### config.mk
export PLATFORM = sky130hd
export DESIGN_NAME = dm_arbiter
export DESIGN_NICKNAME = d
export VERILOG_FILES = /design/src/rtl/dm_arbiter.sv
export SDC_FILE = /design/constraint.sdc
export NUM_CORES = 1
export LEC_CHECK = 0
export BUFFER_PORTS_ARGS = -buffer_cell sky130_fd_sc_hd__buf_2
export CORE_MARGIN = 3
export CORE_UTILIZATION = 35
export CTS_CLUSTER_DIAMETER = 50
export DETAILED_ROUTE_END_ITERATION = 10
export PLACE_DENSITY_LB_ADDON = 0.12
export SETUP_SLACK_MARGIN = 0.5
export SYNTH_ARGS = -nofsm -noshare
export SYNTH_HDL_FRONTEND = slang
export SYNTH_SLANG_ARGS = --single-unit
### constraint.sdc
create_clock -name Clk -period 1.1 [get_ports Clk]
set_input_delay 0.11 -clock Clk [delete_from_list [all_inputs] [get_ports Clk]]
set_output_delay 0.11 -clock Clk [all_outputs]
set_load 0.05 [all_outputs]
### src/rtl/dm_arbiter.sv
// dm_arbiter: two-master arbiter in front of a single-port data memory.
//
// Master 0 is the core and master 1 is the host loader/dump port. An owner
// register chooses which master drives the memory port. A master's grant is
// combinational: it is high when that master owns the port and requests it.
// Read data is captured on a read grant. It is returned the next cycle with a
// one-cycle rvalid pulse, and it holds until the next read by the same master.
//
// Ports:
//   Clk, Reset_n                   clock, asynchronous active-low reset
//   mX_req/mX_we/mX_addr/mX_wdata  master X request, held stable until mX_gnt
//   mX_gnt                         transfer done this cycle
//   mX_rvalid/mX_rdata             read data return, one cycle after the grant
//   mX_lock                        burst hold request (DM_ARB_LOCK_EN only)
//   dm_we/dm_addr/dm_wdata         DataMem port, zero while idle
//   dm_rdata                       combinational DataMem read data
//
// Build option: define DM_ARB_LOCK_EN to add the mX_lock inputs. A locked
// grant keeps ownership with that master for up to 8 consecutive grants.
//
// state | meaning
// IDLE  | no owner, memory port quiet
// OWN0  | core (m0) drives the memory port
// OWN1  | host (m1) drives the memory port

module dm_arbiter #(
    parameter int AW = 8,
    parameter int DW = 8
) (
    input  logic          Clk,
    input  logic          Reset_n,
    input  logic          m0_req,
    input  logic          m0_we,
    input  logic [AW-1:0] m0_addr,
    input  logic [DW-1:0] m0_wdata,
    output logic          m0_gnt,
    output logic          m0_rvalid,
    output logic [DW-1:0] m0_rdata,
    input  logic          m1_req,
    input  logic          m1_we,
    input  logic [AW-1:0] m1_addr,
    input  logic [DW-1:0] m1_wdata,
    output logic          m1_gnt,
    output logic          m1_rvalid,
    output logic [DW-1:0] m1_rdata,
`ifdef DM_ARB_LOCK_EN
    input  logic          m0_lock,
    input  logic          m1_lock,
`endif
    output logic          dm_we,
    output logic [AW-1:0] dm_addr,
    output logic [DW-1:0] dm_wdata,
    input  logic [DW-1:0] dm_rdata
);

    typedef enum logic [1:0] {
        IDLE = 2'd0,
        OWN0 = 2'd1,
        OWN1 = 2'd2
    } owner_t;

    owner_t owner_q, owner_d;
    // 0: m0 was served last, 1: m1 was served last
    logic   last_q, last_d;
`ifdef DM_ARB_LOCK_EN
    logic [2:0] lock_cnt_q, lock_cnt_d;
`endif

    always_ff @(posedge Clk or negedge Reset_n) begin
        if (!Reset_n) begin
            owner_q    <= IDLE;
            last_q     <= 1'b1;
`ifdef DM_ARB_LOCK_EN
            lock_cnt_q <= 3'd0;
`endif
        end else begin
            owner_q    <= owner_d;
            last_q     <= last_d;
`ifdef DM_ARB_LOCK_EN
            lock_cnt_q <= lock_cnt_d;
`endif
        end
    end

    always_comb begin
        m0_gnt   = (owner_q == OWN0) && m0_req;
        m1_gnt   = (owner_q == OWN1) && m1_req;
        dm_we    = 1'b0;
        dm_addr  = '0;
        dm_wdata = '0;
        case (owner_q)
            OWN0: begin
                dm_we    = m0_we && m0_req;
                dm_addr  = m0_addr;
                dm_wdata = m0_wdata;
            end
            OWN1: begin
                dm_we    = m1_we && m1_req;
                dm_addr  = m1_addr;
                dm_wdata = m1_wdata;
            end
            default: ;
        endcase

        // A grant in this cycle counts as "last served" for the tie-break.
        // This makes two contending masters alternate every cycle.
        last_d = last_q;
        if (m0_gnt) begin
            last_d = 1'b0;
        end else if (m1_gnt) begin
            last_d = 1'b1;
        end

        if (m0_req && m1_req) begin
            owner_d = last_d ? OWN0 : OWN1;
        end else if (m0_req) begin
            owner_d = OWN0;
        end else if (m1_req) begin
            owner_d = OWN1;
        end else begin
            owner_d = IDLE;
        end

`ifdef DM_ARB_LOCK_EN
        // The counter holds the number of locked grants already served.
        // The 8th locked grant (count 7) releases ownership through the
        // normal round-robin path above.
        lock_cnt_d = 3'd0;
        if (((m0_gnt && m0_lock) || (m1_gnt && m1_lock)) && (lock_cnt_q != 3'd7)) begin
            owner_d    = owner_q;
            lock_cnt_d = lock_cnt_q + 3'd1;
        end
`endif
    end

    always_ff @(posedge Clk or negedge Reset_n) begin
        if (!Reset_n) begin
            m0_rvalid <= 1'b0;
            m1_rvalid <= 1'b0;
            m0_rdata  <= '0;
            m1_rdata  <= '0;
        end else begin
            m0_rvalid <= m0_gnt && !m0_we;
            m1_rvalid <= m1_gnt && !m1_we;
            if (m0_gnt && !m0_we) begin
                m0_rdata <= dm_rdata;
            end
            if (m1_gnt && !m1_we) begin
                m1_rdata <= dm_rdata;
            end
        end
    end

endmodule

======== After elaboration in Yosys (flattened, before gate mapping) ========
Index checks and enable logic that the tools add are counted.
word-level totals
  word-level logic and storage cells ...... 26
  bits in registers ....................... 21
  memory bits (writable) .................. 0
  bits in latches ......................... 0
  bits in read-only memories .............. 0
  memories kept ........................... 0
  output and inout bits ................... 37
operators by class
  muxes and demuxes ....................... 9
  divide/modulo/power cells ............... 0
  $add $sub $neg .......................... 0
  $lt $le $gt $ge ......................... 0
  multiply operators ...................... 0
  equal/unequal tests ..................... 2
  shift operators ......................... 0
  reductions and logical operators ........ 9
  bitwise logic cells ..................... 0
operators with widths
  kind                                                             number
  8-bit case mux with 2 select lines                               2
  2-bit two-way mux                                                4
  1-bit logical AND                                                7
  2-bit by 1-bit == test with 1-bit output, second input constant  1
  2-bit == test, second input constant                             1
  1-bit logical NOT                                                2
  1-bit two-way mux                                                2
  1-bit case mux with 2 select lines                               1

======== Longest topological paths before layout ========
  depth after elaboration ................. 6
  mapped depth ............................ 6
  depth with buffers taken out ............ 4

======== Worst setup path before layout ========
No wires, ideal clock.
  path type ............................... register -> output
  from .................................... register owner_q[0]
  to ...................................... output dm_addr[0]
  cell stages (with the launch flop) ...... 6
  path slack .............................. -675 ps
  required time ........................... 990 ps
  arrival time ............................ 1665 ps
  path through ............................ dfrtp_1 -> inv_1 -> ha_1 -> clkbuf_2 -> buf_1 -> nor2_1
on the way
  cells in the longest elaborated chain, start to end .. 2
  elaborated cells on any way between the ends .. 3
  classes of those cells .................. eq/ne (2); mux (1)
ends and longest elaborated chain
  item                                                                              RTL line  text
  from (decl)                                                                       62        owner_t owner_q, owner_d;
  from (signal assigned)                                                            77        owner_q <= owner_d;
  2-bit == test / 2-bit by 1-bit == test with 1-bit output (equally long branches)  91        case (owner_q)
  8-bit case mux with 2 select lines (*)                                            91
  to (decl)                                                                         51        output logic [AW-1:0] dm_addr,
Mark *: on every way between the ends. The rest lies on a longest branch, timed or not.

======== Worst setup path in the final report ========
  from .................................... register owner_q[1]
  to ...................................... output dm_wdata[0]
on the way
  cells in the longest elaborated chain, start to end .. 2
  elaborated cells on any way between the ends .. 3
  classes of those cells .................. eq/ne (2); mux (1)
ends and longest elaborated chain
  item                                                                              RTL line  text
  2-bit == test / 2-bit by 1-bit == test with 1-bit output (equally long branches)  91
  8-bit case mux with 2 select lines (*)                                            91
  to (decl)                                                                         52        output logic [DW-1:0] dm_wdata,
Marked as above.

==> key figures <==
Timing
  • Fin crit share: 152.9%
  • Setup_tns: -18.12 ns
  • RSZ-0062 raised after global routing: true
  • Setup Viol. Count Final: 40
  • Maximum clock frequency: 0.5946 GHz
  • Slew @ Worst Pin: 0.4471 ns
  • Min Tclk post-route: 1.682 ns
  • Fin. max-slew vios: 0
  • Final Hold Violating Endpoints: 20
  • Clock Skews: 0.01061 ns
  • Slew margin rel.: 70.19%
  • WHS: -0.2773 ns
  • Final WS setup: -0.5819 ns

Logic synthesis
  • Most used DFF post-synth: dfrtp_1
  • Yosys warning count: 0
  • Seq/Total Area, Yosys: 50.24%
  • Synth Cell Area: 0.001049 sq mm
  • Cell variety after synth: 18
  • Post-synth EDFFs: 0
  • Yosys reg bits: 21
  • Async set or reset register ratio after synthesis: 100.0%
  • Mapped Cells: 94
  • Avg Cell Area, Syn: 11.15 sq um
  • Post-synthesis net count: 142

Routing
  • Starting DRC count in detailed routing: 41
  • Vias: 1155
  • DR vias/cell: 5.179
  • 1st-pass router iterations: 4
  • Total wire length: 4016 um
  • Drt wl/cell: 18.01 um
  • DRC viols: 0
  • Antenna viol nets, final: 0

Pwr
  • Leak: 1.044 nW
  • PwrDens: 2077 mW/mm^2
  • Peak supply drop: 0.001846 V

Worst setup path
  • R2r startpoint: owner_q[0]$_DFF_PN0_
  • Worst Path Required: 0.99 ns
  • Worst path cell trace: ha_4 -> buf_4 -> a22oi_2 -> nor2_4 -> buf_6
  • CP endpoint kind: primary output
  • RR Endpoint: m1_rdata[6]$_DFFE_PN0P_
  • Crit-path slowest cell: dfrtp_1
  • Worst reg2reg path depth: 7
  • Startpoint types: flip-flop
  • Buf/Inv on CP: 2
  • Max incr delay on CP: 0.42 ns
  • Worst Path Max Fanout: 6
  • CP startpoint: owner_q[1]$_DFF_PN0_
  • Critical path type: flip-flop to primary output
  • CP top delay family: flip-flops
  • Stages on the worst setup path: 5
  • WP data arrival: 1.57 ns
  • Reg2Reg Setup Slack: -0.49 ns

Clocking
  • Skew-Pair Late Insertion Delay: 0.31 ns
  • H-tree depth: 1
  • CTS tree: built
  • Reg clk slew, reported paths: 0.12 ns
  • Root buf cell: clkbuf_4
  • Clk buf depth: 2
  • CTS Buf Count: 3
  • Clock sinks: 21

Layout
  • Reg area: 549.3 sq um
  • Area Overhead vs Synth: 119.7%
  • Multi-input logic area: 735.7 sq um
  • Fraction of layout cells with a size suffix above 1: 94.79%
  • Fillers: 152
  • Nets@finish: 241
  • Commonest non-fill, non-tap cell in the layout: buf_2
  • Most frequent cells in the layout: 45 x buf_2, 23 x buf_8, 20 x buf_6
  • # diodes: 0

Global routing
  • Gr busiest metal: met2
  • Gr usage total: 20.83%
  • Initial antenna violation count: 0
  • Met1 Use GR: 25.67%
  • M2 GR Usage: 35.42%
  • Met3 global-route usage: 4.255%
  • First-pass GRT wire length: 5685 um
  • Vias in the first global route: 1170
  • GRT overflow: 0
  • Largest net degree at the start of global routing: 22

Placed design
  • HPWL after DPL: 2126 um
  • IO buf count: 82
  • GP Congestion: 0.7474

Floorplanning
  • Site Rows: 19
  • Initial Util: 37.38%
  • Core area: 0.002805 sq mm
  • Ports: 83
  • Die Y: 60.74 um
  • Die Area: 0.003689 sq mm
  • Die Span X: 60.74 um

Worst hold path
  • Class of the worst hold path: input pin to async pin

Outcome
  • Status: finished, violations left
  • Failing checks: negative hold slack, negative setup slack

Flow run
  • Max_cap viols: 0
## stage by stage
stage / util (%) / area (sq um) / cells / power, mW / worst slack, ns
after floorplan: - / 1276 / 94 / 2.973 / -0.2758
after global placement: 59.77 / 1677 / 205 / 3.361 / -0.3230
after detailed placement: 59.77 / 1677 / 205 / 3.396 / -0.3689
after CTS: 80.29 / 2252 / 221 / 4.699 / -0.5625
after global routing: 82.11 / 2303 / 223 / 4.985 / -0.6389
final: 82.11 / 2303 / 223 / 4.783 / -0.5819
## flip-flops by register name, summed over array words and instances (netlist names)
name	count
m1_rvalid	1
owner_q	2
m1_rdata	8
m0_rdata	8
last_q	1
m0_rvalid	1
## cells in the mapped netlist (2+ instances only)
cell | n | area share, %
inv_1 | 5 | 1.8
nor2_1 | 17 | 6.1
buf_2 | 4 | 1.9
ha_1 | 2 | 2.4
a22oi_1 | 16 | 11
mux2_2 | 16 | 17
a21oi_1 | 3 | 1.4
nand3_1 | 2 | 0.95
dfrtp_1 | 20 | 48
## logic make-up after synthesis
family          share of synthesized area, %
mux                                    17.18
buf+inv                                4.534
compound gates                         14.32
fa+ha+maj                              2.386
flops                                  50.24
simple gates                           11.34
## how the worst max path moves through the flow
stage	endpoint	slack (ns)
2_1_floorplan	dm_addr[5]	-0.28
5_1_grt	dm_wdata[6]	-0.64
6_report	dm_wdata[0]	-0.58
3_3_place_gp	m0_rdata[5]$_DFFE_PN0P_	-0.32
3_5_place_dp	m0_rdata[3]$_DFFE_PN0P_	-0.37
4_1_cts	dm_addr[0]	-0.56
## what timing repair did
action,CTS,global route
gates resized for setup,117,5
setup endpoints to repair,58,58
pin swaps,14,2
buffers inserted,11,1
cloned,1,1
hold endpoints to repair,20,20
## where the power goes
part / internal [mW] / total (mW) / switching, mW
combinational: 1.38 / 3.14 / 1.75
sequential: 1.06 / 1.28 / 0.221
clock: 0.136 / 0.366 / 0.230
## final cells by class
cell class / instances / share of cell area [%]
clock inverter: 1 / 0.2173
tap: 31 / 1.684
inverter: 5 / 0.8148
clock buffer: 3 / 0.9777
timing repair buffer: 99 / 40.52
sequential: 21 / 23.85
multi-input combinational: 63 / 31.94
## per-layer routing
layer  vias to the layer above  routed length, um
li1                        530                  -
met1                       555               1543
met2                        63               2057
met3                         7                327
met4                         0                 87
met5                         -                  0
No activity file was read; power rests on OpenSTA's default activity.
